File: config.mk
export PLATFORM = sky130hd
export DESIGN_NAME = wb_arbiter
export DESIGN_NICKNAME = d
export VERILOG_FILES = /design/src/rtl/wb_arbiter.sv
export SDC_FILE = /design/constraint.sdc
export NUM_CORES = 1
export LEC_CHECK = 0
export CORE_ASPECT_RATIO = 2
export CORE_MARGIN = 2
export CORE_UTILIZATION = 45
export CTS_BUF_LIST = sky130_fd_sc_hd__clkbuf_8
export DETAILED_ROUTE_END_ITERATION = 8
export PLACE_DENSITY = 0.79
export SYNTH_ARGS = -nofsm -noshare
export SYNTH_HDL_FRONTEND = slang
export SYNTH_SLANG_ARGS = --single-unit
File: constraint.sdc
create_clock -name clk -period 5.7 [get_ports clk]
set_input_delay 0.855 -clock clk [delete_from_list [all_inputs] [get_ports clk]]
set_output_delay 0.855 -clock clk [all_outputs]
set_load 0.05 [all_outputs]
File: src/rtl/wb_arbiter.sv
// Writeback arbiter: grants up to two of NREQ requesters per cycle onto two
// registered register-file write ports, round-robin, never two writes to one register.
module wb_arbiter #(
  parameter int NREQ = 4
) (
  input  logic                 clk,
  input  logic                 reset,
  input  logic                 hold,
  input  logic [NREQ-1:0]      req_valid,
  output logic [NREQ-1:0]      req_ready,
  input  logic [5*NREQ-1:0]    req_reg,
  input  logic [32*NREQ-1:0]   req_data,
  output logic [4:0]           wreg0,
  output logic [31:0]          wdata0,
  output logic                 wen0,
  output logic [4:0]           wreg1,
  output logic [31:0]          wdata1,
  output logic                 wen1,
  output logic [7:0]           busy_cnt
);

  localparam int PW = (NREQ > 1) ? $clog2(NREQ) : 1;
  localparam logic [PW-1:0] LAST = PW'(NREQ - 1);

  // Handshake: a write moves on requester i in any cycle where req_valid[i] and
  // req_ready[i] are both 1; a requester keeps reg/data stable while valid && !ready.
  logic [4:0]  regs  [NREQ];
  logic [31:0] datas [NREQ];

  for (genvar i = 0; i < NREQ; i++) begin : g_unpack
    assign regs[i]  = req_reg[5*i +: 5];
    assign datas[i] = req_data[32*i +: 32];
  end

  logic [PW-1:0] rr_ptr;
  logic [PW-1:0] g0_idx;
  logic [PW-1:0] g1_idx;
  logic          g0_found;
  logic          g1_found;
  logic [PW-1:0] last_idx;
  logic [PW-1:0] next_ptr;
  logic          refused;

  // Circular scan from rr_ptr; the second grant skips a same-register collision.
  always_comb begin
    logic [PW-1:0] idx;
    g0_found = 1'b0;
    g1_found = 1'b0;
    g0_idx   = '0;
    g1_idx   = '0;
    idx      = rr_ptr;
    for (int k = 0; k < NREQ; k++) begin
      if (req_valid[idx] && !hold && !reset) begin
        if (!g0_found) begin
          g0_found = 1'b1;
          g0_idx   = idx;
        end else if (!g1_found &&
                     !((regs[idx] != 5'd0) && (regs[idx] == regs[g0_idx]))) begin
          g1_found = 1'b1;
          g1_idx   = idx;
        end
      end
      idx = (idx == LAST) ? '0 : idx + PW'(1);
    end
  end

  always_comb begin
    req_ready = '0;
    if (g0_found) req_ready[g0_idx] = 1'b1;
    if (g1_found) req_ready[g1_idx] = 1'b1;
  end

  assign last_idx = g1_found ? g1_idx : g0_idx;
  assign next_ptr = (last_idx == LAST) ? '0 : last_idx + PW'(1);
  assign refused  = |(req_valid & ~req_ready);

  always_ff @(posedge clk or posedge reset) begin
    if (reset) begin
      wen0     <= 1'b0;
      wreg0    <= '0;
      wdata0   <= '0;
      wen1     <= 1'b0;
      wreg1    <= '0;
      wdata1   <= '0;
      rr_ptr   <= '0;
      busy_cnt <= '0;
    end else begin
      // Register x0 is accepted from the requester but never written.
      wen0 <= g0_found && (regs[g0_idx] != 5'd0);
      if (g0_found) begin
        wreg0  <= regs[g0_idx];
        wdata0 <= datas[g0_idx];
      end
      wen1 <= g1_found && (regs[g1_idx] != 5'd0);
      if (g1_found) begin
        wreg1  <= regs[g1_idx];
        wdata1 <= datas[g1_idx];
      end
      if (g0_found) rr_ptr <= next_ptr;
      if (refused && (busy_cnt != 8'hFF)) busy_cnt <= busy_cnt + 8'd1;
    end
  end

endmodule

==> implementation parameters <==
Parameter                              Value

Run status
  Status    finished clean

Pwr
  Sequential fraction of design power    about 15%
  Switching share of total power    54.8%
  Pwr per Cell Area    696 nW/um^2
  Leakage power of the design    roughly 0.0045 uW
  Portion of total power attributed to combinational logic    a little under 80%
  Total internal power    3390 uW
  Clock network power share    under 10%
  Highest ir drop seen on vdd    between 400 and 500 uV
  Net Sw Power    around 4000 uW

Setup path
  Slowest cell on the critical path    sky130_fd_sc_hd__clkdlybuf4s50_1
  CP Launch Type    input pin
  Cell occurring most often along the worst timing path    sky130_fd_sc_hd__buf_4
  Beginning of the critical path    reset
  Worst reg2reg path startpoint    rr_ptr[0]
  Critical-path cell list    clkdlybuf4s50_1, or3b_4, o22a_1, o31ai_2, buf_4, mux2i_1, mux2i_1, xor2_1, o41ai_1, buf_4, o32a_1, buf_4, buf_4, a211oi_4, a21o_1, buf_12
  Biggest cell delay along the critical path    roughly 0.53 ns
  Required time reported for the critical path endpoint    4.85 ns
  Endpoint type of the worst setup path    primary output
  Highest fanout seen on the critical path    7
  Crit path DAT    4.72 ns
  Start-to-end type of the worst setup path    input pin to primary output

Routing
  DRC    0
  WL/cell    22.3 microns
  Routed via count    between 8,000 and 9,000
  First-pass iteration count of the detailed router    5
  Remaining number of nets flagged by the antenna check after routing    0
  Total length of routed wires    31,300 microns
  Vias per std cell    between 6 and 7
  Detailed router's first-iteration violation count    466

STA
  Fin Clk Skew    around 0.015 ns
  Max transition margin    49.3%
  Highest attainable clock frequency    approximately 180 MHz
  Final hold slack    a little under 0.5 ns
  Count of final hold-check violations    0
  Pin slew with the least headroom to its limit    0.761 ns
  RSZ-0062 raised after global routing    false
  Final slew viol count    0
  TNS Setup    0 ns
  Crit path time final    5.58 ns
  Final-report setup violation count    0
  Post-route clock period utilization    between 90% and 100%

Clock network
  Worst-Skew Late Latency    approximately 0.39 ns
  TritonCTS clock tree    built
  Cts bufs inserted    9
  Sink count of the clock tree    86
  Clock input transition at the sequential cells of the worst setup and hold paths    ~0.090 ns
  Hold Buf Count CTS    0
  Buffers inserted during post-CTS setup optimization    0
  Worst-case clock buffer depth    2
  CTS Root Cell    sky130_fd_sc_hd__clkbuf_8
  Htree depth    3

Logic synthesis
  Post-synth net total    between 1,000 and 1,500
  Area fraction of the dominant cell type after synthesis    ~30%
  Async set-or-reset flop fraction in the synthesized netlist    100%
  Post-synthesis cell type count    74
  Yosys top cell by area    sky130_fd_sc_hd__dfrtp_1
  Synthesized area    ~7400 sq um
  Synthesized netlist cell count    934
  Share of the yosys chip area belonging to registers    between 20% and 30%
  Number of enable-type register cells in the synthesized netlist    0
  Avg Cell Area, Syn    around 8 sq um
  Area contributors post-synth    sky130_fd_sc_hd__dfrtp_1, sky130_fd_sc_hd__nand2_1, sky130_fd_sc_hd__mux2i_1
  Yosys warning total    0
  Number of synthesized register bits    86
  Primary flip-flop cell chosen by synthesis mapping    sky130_fd_sc_hd__dfrtp_1

Final layout
  Commonest non-fill, non-tap cell in the layout    sky130_fd_sc_hd__nand2_1
  Fraction of final layout cells with drive strength greater than 1    between 15 and 20%
  Antenna diode instance count    0
  Commonest cells after routing, fill and taps aside    sky130_fd_sc_hd__nand2_1, sky130_fd_sc_hd__clkdlybuf4s50_1, sky130_fd_sc_hd__dfrtp_1
  Layout Nets    approximately 1,400
  Area delta synth->final    46.3%
  Final core utilization    approximately two thirds

Floorplanning
  Die outline width    about 94 microns
  Core Footprint    about 16,000 sq um
  Vert. Die Dim    between 150 and 200 microns
  Boundary pin count    243
  Die footprint    around 17,000 sq um
  Row cnt    66
  Initial cell density of the core    between 40% and 50%

Place
  Total of buffers placed on input and output ports    242
  GP Congestion    just under 1
  Detailed placement HPWL    ~23,000 microns

Hold path
  Start point of the worst min-delay path    wdata0[29]
  Worst min-delay path class    register to register

Global route
  Antenna violations before repair    0
  Maximum number of pins on one net before global-route repair    between 70 and 80
  Number of global-route vias before repair    8,381
  Gr ovfl total    0
  Global-route wire length before repair    roughly 47,000 microns
  GRT Util Overall    a little over a third

Run
  MaxCap Viol Count    0
-- routing by layer --
metal  GRT usage, %  routed length [microns]  vias up  share of wire (%)
met4           26.3                     2610        0                8.3
li1               -                        -     3887                  -
met5              0                        0        -                  0
met1           36.7                    10300     4065                 33
met2           62.7                    16200      459                 52
met3           7.81                     2260      143                7.2
-- synthesized netlist by cell type (all sizes together) (10+ instances only) --
library cell	instances
o211ai	18
o21ai	98
dfrtp	86
a21oi	18
mux2	40
mux2i	65
a211oi	10
clkbuf	47
nand2	251
inv	13
nor2	19
nand3	73
mux4	12
a22oi	33
xnor2	12
buf	28
-- through the flow --
stage	setup slack (ns)	instance area [sq um]	cells	power [uW]
final	0.123	10800	1404	7500
after floorplan	0.258	7370	934	4910
after global placement	-0.0278	10500	1388	6840
after CTS	0.0308	10700	1404	7430
after global routing	0.0254	10800	1404	7930
after detailed placement	-0.150	10500	1388	6910
-- layout make-up --
| class | instances | area [sq um] |
|---|---|---|
| Clock buffer | 10 | 138 |
| Clock inverter | 6 | 86.3 |
| Fill cell | 1426 | 5410 |
| Inverter | 14 | 53.8 |
| Multi-Input combinational cell | 759 | 4980 |
| Sequential cell | 86 | 2150 |
| Tap cell | 204 | 255 |
| Timing Repair Buffer | 325 | 3110 |
-- power groups by stage --
stage / combinational [uW] / clock (uW) / sequential, uW
finish: 5870 / 508 / 1120
global placement: 5720 / 0 / 1120
global route: 6230 / 536 / 1160
CTS: 5790 / 514 / 1120
detailed placement: 5780 / 0 / 1130
floorplan: 2770 / 0 / 2140
-- worst paths after layout --
check | to | slack, ns | cells past startpoint
hold / removal | wdata0[29] | 0.48 | 2
hold reg to reg | wdata0[29] | 0.48 | 2
max in group asynchronous | wdata0[6] | 3.49 | 3
min in group asynchronous | rr_ptr[1] | 1.02 | 2
setup reg to reg | wen1 | 0.42 | 17
setup / recovery | req_ready[3] | 0.12 | 16
-- registers in the layout (all words and copies together), names as in the netlist --
name,count
wdata1,32
wreg1,5
wdata0,32
wen0,1
rr_ptr,2
wreg0,5
busy_cnt,8
wen1,1
-- cell families (layout without fill, tap and decap cells) --
family,after synthesis,count (layout),synth area share (%)
compound gates,228,228,20.9
xor+xnor,18,18,2.24
fa+ha+maj,2,2,0.340
buf+inv,89,355,5.11
flops,86,86,29.2
mux,117,117,18.6
simple gates,394,394,23.6
-- repair_timing --
action,in CTS,in global routing
gates resized for setup,2,18
pin swaps,0,3
setup endpoints to repair,2,4
-- critical path: cells and delay by family --
| kind | cells | cell delay [ns] |
|---|---|---|
| AO/OA/AOI/OAI | 6 | 1.52 |
| buffers and inverters | 6 | 1.35 |
| AND/OR/NAND/NOR | 1 | 0.47 |
| multiplexers | 2 | 0.29 |
| XOR/XNOR | 1 | 0.22 |
Power figures use the tool's default switching activity.
